**config.mk**
```make
export PLATFORM = sky130hd
export DESIGN_NAME = phin_neural_processor
export DESIGN_NICKNAME = d
export VERILOG_FILES = /design/src/rtl/phin_neural_processor.sv
export SDC_FILE = /design/constraint.sdc
export NUM_CORES = 2
export LEC_CHECK = 0
export ABC_AREA = 1
export CORE_ASPECT_RATIO = 1.4
export CORE_MARGIN = 3
export CORE_UTILIZATION = 52
export DETAILED_ROUTE_END_ITERATION = 8
export GPL_TIMING_DRIVEN = 0
export PLACE_DENSITY_LB_ADDON = 0.3
export REMOVE_ABC_BUFFERS = 1
export SLEW_MARGIN = 20
export SYNTH_ARGS = -nofsm -noshare
export SYNTH_HDL_FRONTEND = slang
export SYNTH_SLANG_ARGS = --single-unit
export TNS_END_PERCENT = 20
```
**constraint.sdc**
```tcl
create_clock -name clk -period 33.3 [get_ports clk]
set_input_delay 3.33 -clock clk [delete_from_list [all_inputs] [get_ports clk]]
set_output_delay 3.33 -clock clk [all_outputs]
set_load 0.02 [all_outputs]
```
**src/rtl/phin_neural_processor.sv**
```systemverilog
// rtl/phin_neural_processor.sv - Q4.14 cortical-rhythm processor: theta plus six column oscillators, CA3 latch, DAC mix
// Seven magic-circle oscillators step on a 4 kHz strobe; gain-scaled layer outputs feed pattern, CA3 and DAC logic.
module phin_neural_processor #(
  parameter int WIDTH    = 18,
  parameter int FRAC     = 14,
  parameter int FAST_SIM = 0
) (
  input  logic                    clk,
  input  logic                    rst,
  input  logic signed [WIDTH-1:0] sensory_input,
  input  logic [2:0]              state_select,
  input  logic signed [WIDTH-1:0] sr_field_input,
  input  logic [5*WIDTH-1:0]      sr_field_packed,
  output logic [11:0]             dac_output,
  output logic signed [WIDTH-1:0] debug_motor_l23,
  output logic signed [WIDTH-1:0] debug_theta,
  output logic                    ca3_learning,
  output logic                    ca3_recalling,
  output logic [5:0]              ca3_phase_pattern,
  output logic [5:0]              cortical_pattern_out
);
  localparam int LW  = 2*WIDTH;
  localparam int DIV = (FAST_SIM != 0) ? 10 : 31250;
  localparam logic [15:0] DIV_LAST = 16'(DIV - 1);
  localparam logic signed [LW-1:0] SAT_MAX = (LW'(1) <<< (WIDTH-1)) - LW'(1);
  localparam logic signed [LW-1:0] SAT_MIN = -SAT_MAX - LW'(1);
  localparam logic signed [WIDTH-1:0] ONE         = WIDTH'(1 << FRAC);
  localparam logic signed [WIDTH-1:0] THETA_HI    = WIDTH'(12000);
  localparam logic signed [WIDTH-1:0] THETA_LO    = WIDTH'(-12000);
  localparam logic signed [WIDTH-1:0] SENS_LEARN  = WIDTH'(10000);
  localparam logic signed [WIDTH-1:0] SENS_RECALL = WIDTH'(4000);

  function automatic logic signed [LW-1:0] ext(input logic signed [WIDTH-1:0] a);
    return {{WIDTH{a[WIDTH-1]}}, a};
  endfunction

  function automatic logic signed [WIDTH-1:0] sat(input logic signed [LW-1:0] v);
    if (v > SAT_MAX) return SAT_MAX[WIDTH-1:0];
    else if (v < SAT_MIN) return SAT_MIN[WIDTH-1:0];
    else return v[WIDTH-1:0];
  endfunction

  function automatic logic signed [LW-1:0] gain(input logic signed [WIDTH-1:0] a, input logic [2:0] mu);
    return (ext(a) * $signed({{(LW-3){1'b0}}, mu})) >>> 2;
  endfunction

  // Index map: 0 theta, 1/2 sensory L6/L23, 3/4 assoc L6/L23, 5/6 motor L6/L23
  function automatic int osc_k(input int i);
    if (i == 0) return 6;
    else if ((i % 2) == 1) return 5;
    else return 3;
  endfunction

  function automatic logic signed [WIDTH-1:0] seed_x(input int i);
    if (i <= 2) return ONE;
    else if (i <= 4) return '0;
    else return -ONE;
  endfunction

  function automatic logic signed [WIDTH-1:0] seed_y(input int i);
    return (i == 3 || i == 4) ? ONE : '0;
  endfunction

  function automatic logic is_pos(input logic signed [WIDTH-1:0] a);
    return !a[WIDTH-1] && (a != '0);
  endfunction

  logic [15:0]             div_cnt;
  logic                    clk_4khz_en;
  logic [2:0]              mu_dt_theta, mu_dt_l6, mu_dt_l23;
  logic [2:0]              g_theta, g_l6, g_l23;
  logic signed [WIDTH-1:0] osc_x [7];
  logic signed [WIDTH-1:0] osc_y [7];
  logic signed [WIDTH-1:0] nx [7];
  logic signed [WIDTH-1:0] ny [7];
  logic signed [LW-1:0]    inj [7];
  logic signed [LW-1:0]    sr_sum;
  logic signed [WIDTH-1:0] theta_x;
  logic signed [WIDTH-1:0] sensory_l6_x, sensory_l23_x, assoc_l6_x, assoc_l23_x, motor_l6_x, motor_l23_x;
  logic signed [WIDTH-1:0] theta_couple_base, phase_couple_sensory_l23, phase_couple_motor_l6;
  logic signed [LW-1:0]    dac_sum;
  logic [11:0]             dac_next;
  logic                    learn_now, recall_now, ca3_valid;
  logic [5:0]              ca3_memory;

  always_ff @(posedge clk or posedge rst) begin
    if (rst) begin
      div_cnt     <= '0;
      clk_4khz_en <= 1'b0;
    end else if (div_cnt == DIV_LAST) begin
      div_cnt     <= '0;
      clk_4khz_en <= 1'b1;
    end else begin
      div_cnt     <= div_cnt + 16'd1;
      clk_4khz_en <= 1'b0;
    end
  end

  always_comb begin
    {g_theta, g_l6, g_l23} = {3'd4, 3'd4, 3'd4};
    case (state_select)
      3'd1:    {g_theta, g_l6, g_l23} = {3'd2, 3'd2, 3'd1};
      3'd2:    {g_theta, g_l6, g_l23} = {3'd4, 3'd6, 3'd6};
      3'd3:    {g_theta, g_l6, g_l23} = {3'd4, 3'd4, 3'd5};
      3'd4:    {g_theta, g_l6, g_l23} = {3'd4, 3'd4, 3'd2};
      default: ;
    endcase
  end

  always_comb begin
    sr_sum = '0;
    for (int j = 0; j < 5; j++) sr_sum = sr_sum + ext(sr_field_packed[j*WIDTH +: WIDTH]);
    for (int i = 0; i < 7; i++) inj[i] = '0;
    inj[1] = ext(sr_field_input) >>> 6;
    inj[3] = sr_sum >>> 8;
    for (int i = 0; i < 7; i++) begin
      nx[i] = sat(ext(osc_x[i]) - (ext(osc_y[i]) >>> osc_k(i)));
      ny[i] = sat(ext(osc_y[i]) + (ext(nx[i]) >>> osc_k(i)) + inj[i]);
    end
  end

  assign theta_couple_base        = theta_x >>> 2;
  assign phase_couple_sensory_l23 = theta_couple_base >>> 1;
  assign phase_couple_motor_l6    = sat(-(ext(theta_couple_base) >>> 1));

  assign cortical_pattern_out = {is_pos(sensory_l6_x), is_pos(sensory_l23_x), is_pos(assoc_l6_x),
                                 is_pos(assoc_l23_x), is_pos(motor_l6_x), is_pos(motor_l23_x)};

  // Learning takes priority, so recall is masked whenever the encode window is open
  assign learn_now  = (theta_x > THETA_HI) && (sensory_input >= SENS_LEARN);
  assign recall_now = ca3_valid && (theta_x < THETA_LO) && (sensory_input >= SENS_RECALL) &&
                      (sensory_input < SENS_LEARN) && !learn_now;

  always_comb begin
    dac_sum = LW'(2048) + ((ext(motor_l23_x) + ext(theta_x)) >>> 5);
    if (dac_sum < LW'(0)) dac_next = 12'd0;
    else if (dac_sum > LW'(4095)) dac_next = 12'd4095;
    else dac_next = dac_sum[11:0];
  end

  always_ff @(posedge clk or posedge rst) begin
    if (rst) begin
      for (int i = 0; i < 7; i++) begin
        osc_x[i] <= seed_x(i);
        osc_y[i] <= seed_y(i);
      end
      mu_dt_theta       <= 3'd4;
      mu_dt_l6          <= 3'd4;
      mu_dt_l23         <= 3'd4;
      theta_x           <= '0;
      sensory_l6_x      <= '0;
      sensory_l23_x     <= '0;
      assoc_l6_x        <= '0;
      assoc_l23_x       <= '0;
      motor_l6_x        <= '0;
      motor_l23_x       <= '0;
      dac_output        <= 12'd2048;
      ca3_learning      <= 1'b0;
      ca3_recalling     <= 1'b0;
      ca3_phase_pattern <= '0;
      ca3_memory        <= '0;
      ca3_valid         <= 1'b0;
    end else if (clk_4khz_en) begin
      for (int i = 0; i < 7; i++) begin
        osc_x[i] <= nx[i];
        osc_y[i] <= ny[i];
      end
      mu_dt_theta   <= g_theta;
      mu_dt_l6      <= g_l6;
      mu_dt_l23     <= g_l23;
      theta_x       <= sat(gain(osc_x[0], mu_dt_theta));
      sensory_l6_x  <= sat(gain(osc_x[1], mu_dt_l6));
      sensory_l23_x <= sat(gain(osc_x[2], mu_dt_l23) + (ext(phase_couple_sensory_l23) >>> 2) +
                           (ext(sensory_input) >>> 2));
      assoc_l6_x    <= sat(gain(osc_x[3], mu_dt_l6));
      assoc_l23_x   <= sat(gain(osc_x[4], mu_dt_l23));
      motor_l6_x    <= sat(gain(osc_x[5], mu_dt_l6) + (ext(phase_couple_motor_l6) >>> 2));
      motor_l23_x   <= sat(gain(osc_x[6], mu_dt_l23));
      dac_output    <= dac_next;
      ca3_learning  <= learn_now;
      ca3_recalling <= recall_now;
      if (learn_now) begin
        ca3_memory <= cortical_pattern_out;
        ca3_valid  <= 1'b1;
      end
      if (recall_now) ca3_phase_pattern <= ca3_memory;
    end
  end

  assign debug_theta     = theta_x;
  assign debug_motor_l23 = motor_l23_x;

endmodule

```
==> key figures <==
Floorplanning
  – Initial Util: 52.5%
  – Die width: 271 microns
  – FP Rows: 135
  – Core Region: 97,100 sq um
  – Die footprint: 102,000 sq um
  – Io pins: 193
  – Die height: 377 microns

STA
  – Skew final: 0.0175 ns
  – Final setup violation count: 0
  – Actual slew at the worst max-slew pin: 1.07 ns
  – Post-layout min period: 9.95 ns
  – Fmax achieved: 0.101 GHz
  – Max Transition Viols Final: 0
  – Final Hold Fails: 0
  – Post-route setup TNS: 0 ns
  – Unrepaired setup endpoints after global routing: no
  – Hold slack: 0.453 ns
  – Worst rel slew slack: 28.4%
  – Fin crit share: 29.9%

Final layout
  – Layout cells sized above 1: 2.92%
  – Synth-to-layout area growth: 9.86%
  – # fillers: 9,328
  – Final Net Count: 8,481
  – Final Util: 57.7%
  – Cell Count, Final, Fillers Out: 8,840

Detailed routing
  – DRC: 0
  – Avg Vias per Cell: 5.34
  – Vias: 47,200
  – DR iter-0 viols: 2,508
  – WL met2: 68.8 mm
  – Wirelength, routed: 132 mm
  – Per-cell routed wire length: 14.9 microns
  – Drt pass-1 iters: 7
  – M1 wire length: 53.7 mm
  – Highest metal used: met4
  – Met3 wire len: 4.27 mm
  – ANT nets after route: 0

Worst setup path
  – CP Class: in2reg
  – Worst setup EP type: flip-flop
  – CP Max Fanout: 17
  – Startpoint types: input pin
  – Worst path max stage delay: 0.56 ns
  – CP bufs+invs: 6
  – Crit path DAT: 10.44 ns
  – CP max stage cell: xor2_1
  – Data required, critical path: 33.79 ns
  – Worst path top cell family by delay: adder cells

Global routing
  – Pin count of the biggest net entering global routing: 109
  – Vias in the first global route: 46,900
  – GRT overflow: 0
  – Antenna violations before repair: 2
  – First-pass GRT wire length: 220 mm
  – GR Util All Layers: 25.6%

Clocking
  – CTS tree: yes
  – CTS Sinks: 429
  – TritonCTS Buffers: 50
  – CTS H-tree depth: 2
  – # Post-CTS Setup Buffers: 0
  – Maximum root-to-sink buffer count: 3
  – Clock slew at reported path FFs: 0.07 ns
  – Post-CTS sizing: 0
  – Hold Buf Count CTS: 0
  – Clock root cell: clkbuf_16
  – Clock latency on the worst-skew pair: 0.64 ns

Pwr
  – Pwr Total: 0.00214 W
  – Reg power frac: 25.2%
  – Internal Power: 0.00126 W
  – Worst vdd ir: 0.0918 mV
  – Leakage power: 33.1 nW
  – PwrDens: 38.2 nW/um^2
  – Psw: 0.000881 W
  – Comb power frac: 46.6%
  – Clock Power Share: 28.1%
  – Switch share: 41.2%

Worst hold path
  – HP Class: reg2reg

Place
  – Detailed Place HPWL: 105 mm
  – Post-Place Cells: 8,745
  – Routability Congestion: 0.938
  – Port bufs: 184

Yosys
  – Synthesized instance count: 7,384
  – FFs w/ async S/R, synth: 100%
  – Yosys warns: 0
  – Seq/Total Area, Yosys: 21.1%
  – Mapped Area: 51,000 sq um
  – Post-synth EDFFs: 0
  – Synth cell types: 67
  – Post-synthesis register bit count: 429
  – Top cell type's share of synthesized area: 20.2%
  – Most used DFF post-synth: dfrtp_1
  – Yosys top cell by area: dfrtp_1
  – Avg Cell Area, Syn: 6.91 sq um
  – Largest cells by area after synthesis: dfrtp_1 20%, ha_1 16%, nand2_1 14%

Outcome
  – Status: finished clean

Run
  – Max Cap Viol: 0
power by group through the flow:
stage               registers, W  logic (W)  clock network (W)
finish                  0.000540   0.000997           0.000602
global route            0.000541    0.00114           0.000638
CTS                     0.000540   0.000993           0.000619
floorplan               0.000547   0.000777                  0
global placement        0.000550   0.000969                  0
detailed placement      0.000550   0.000982                  0
cell usage in the layout, fill, tap and decap left out, types with 13 or more instances in the layout:
cell,synthesis,final
nand2_1,1849,1849
inv_1,1287,1285
a21oi_1,711,711
ha_1,665,665
nor2_1,638,636
dfrtp_1,412,408
o21ai_0,315,315
nand3_1,253,253
xor2_1,215,215
fa_1,189,189
clkdlybuf4s50_1,0,184
xnor2_1,133,133
nand4_1,83,83
nor3_1,80,80
clkbuf_16,0,50
a21o_1,47,47
o21bai_1,47,47
a31oi_1,34,34
nor4_1,29,29
a22oi_1,21,21
o21a_1,20,20
or2_2,20,20
o21ai_1,18,18
dfstp_2,17,16
o21ai_2,15,15
o31ai_1,15,15
clkinvlp_4,0,13
logic make-up (layout without fill, tap and decap cells):
group           after synthesis  after routing  share of synthesized area (%)
other cells                   0              1                              0
flops                       429            429                           21.1
buf+inv                    1428           1582                           10.8
compound gates             1308           1308                           14.2
fa+ha+maj                   854            854                           23.7
xor+xnor                    353            353                           6.13
simple gates               3012           3012                           24.1
metal layers:
layer	up-vias	global-route usage [%]
met5	-	0
met4	0	9.16
met3	258	2.37
met2	882	49.5
met1	22100	29.0
li1	23900	-
worst min-delay path, cell delays in order (launching register included):
cell and delay, ns:
dfrtp_1 0.32, inv_1 0.04, nand2_1 0.05
worst paths after layout:
check                      cells after the start               startpoint  slack (ns)                          endpoint
max                                           28      sr_field_packed[10]       23.35             osc_y[54]$_DFFE_PP0P_
min                                            2    ca3_valid$_DFFE_PP0P_        0.45             ca3_valid$_DFFE_PP0P_
max reg2reg                                   25  mu_dt_l6[2]$_DFFE_PP1P_       26.45        motor_l6_x[12]$_DFFE_PP0P_
min reg2reg                                    2    ca3_valid$_DFFE_PP0P_        0.45             ca3_valid$_DFFE_PP0P_
max in group asynchronous                      4                      rst       28.85        dac_output[11]$_DFFE_PP1P_
min in group asynchronous                      2                      rst        3.19  ca3_phase_pattern[3]$_DFFE_PP0P_
flip-flops by register name, summed over array words and instances (netlist names), 2 cells and up:
register	count
mu_dt_l6	2
div_cnt	16
dac_output	12
ca3_memory	6
ca3_phase_pattern	6
mu_dt_theta	2
sensory_l6_x	18
sensory_l23_x	18
osc_x	126
debug_theta	18
motor_l6_x	18
debug_motor_l23	18
assoc_l6_x	18
mu_dt_l23	3
assoc_l23_x	18
osc_y	126
cell usage after synthesis, drive strengths merged (6+ instances only):
cell type / count
nand2: 1861
inv: 1289
a21oi: 716
ha: 665
nor2: 646
dfrtp: 412
o21ai: 348
nand3: 257
xor2: 220
fa: 189
xnor2: 133
clkbuf: 88
nor3: 84
nand4: 83
buf: 51
o21bai: 49
a21o: 47
a31oi: 34
nor4: 32
a22oi: 23
o21a: 20
or2: 20
dfstp: 17
o31ai: 15
a21boi: 13
o211ai: 9
a211oi: 8
and2: 7
nand3b: 7
a41oi: 6
stage by stage:
| step | area, sq um | worst slack, ns |
|---|---|---|
| after floorplan | 50400 | 18.05 |
| after global placement | 53800 | 6.97 |
| after detailed placement | 54300 | 22.69 |
| after CTS | 56000 | 23.33 |
| after global routing | 56000 | 22.95 |
| final | 56000 | 23.35 |
cell type report:
class                   count  area (sq um)  area share, %
clock inverters            36           443          0.790
repair buffers            199          2220           3.95
well taps                1301          1630           2.90
multi-input cells        5527         34800           62.1
flip-flops and latches    429         10800           19.2
clock buffers              58          1340           2.39
diodes                      1          2.50        0.00446
inverters                1289          4850           8.66
Note: power is estimated with default switching activity, not from simulation.
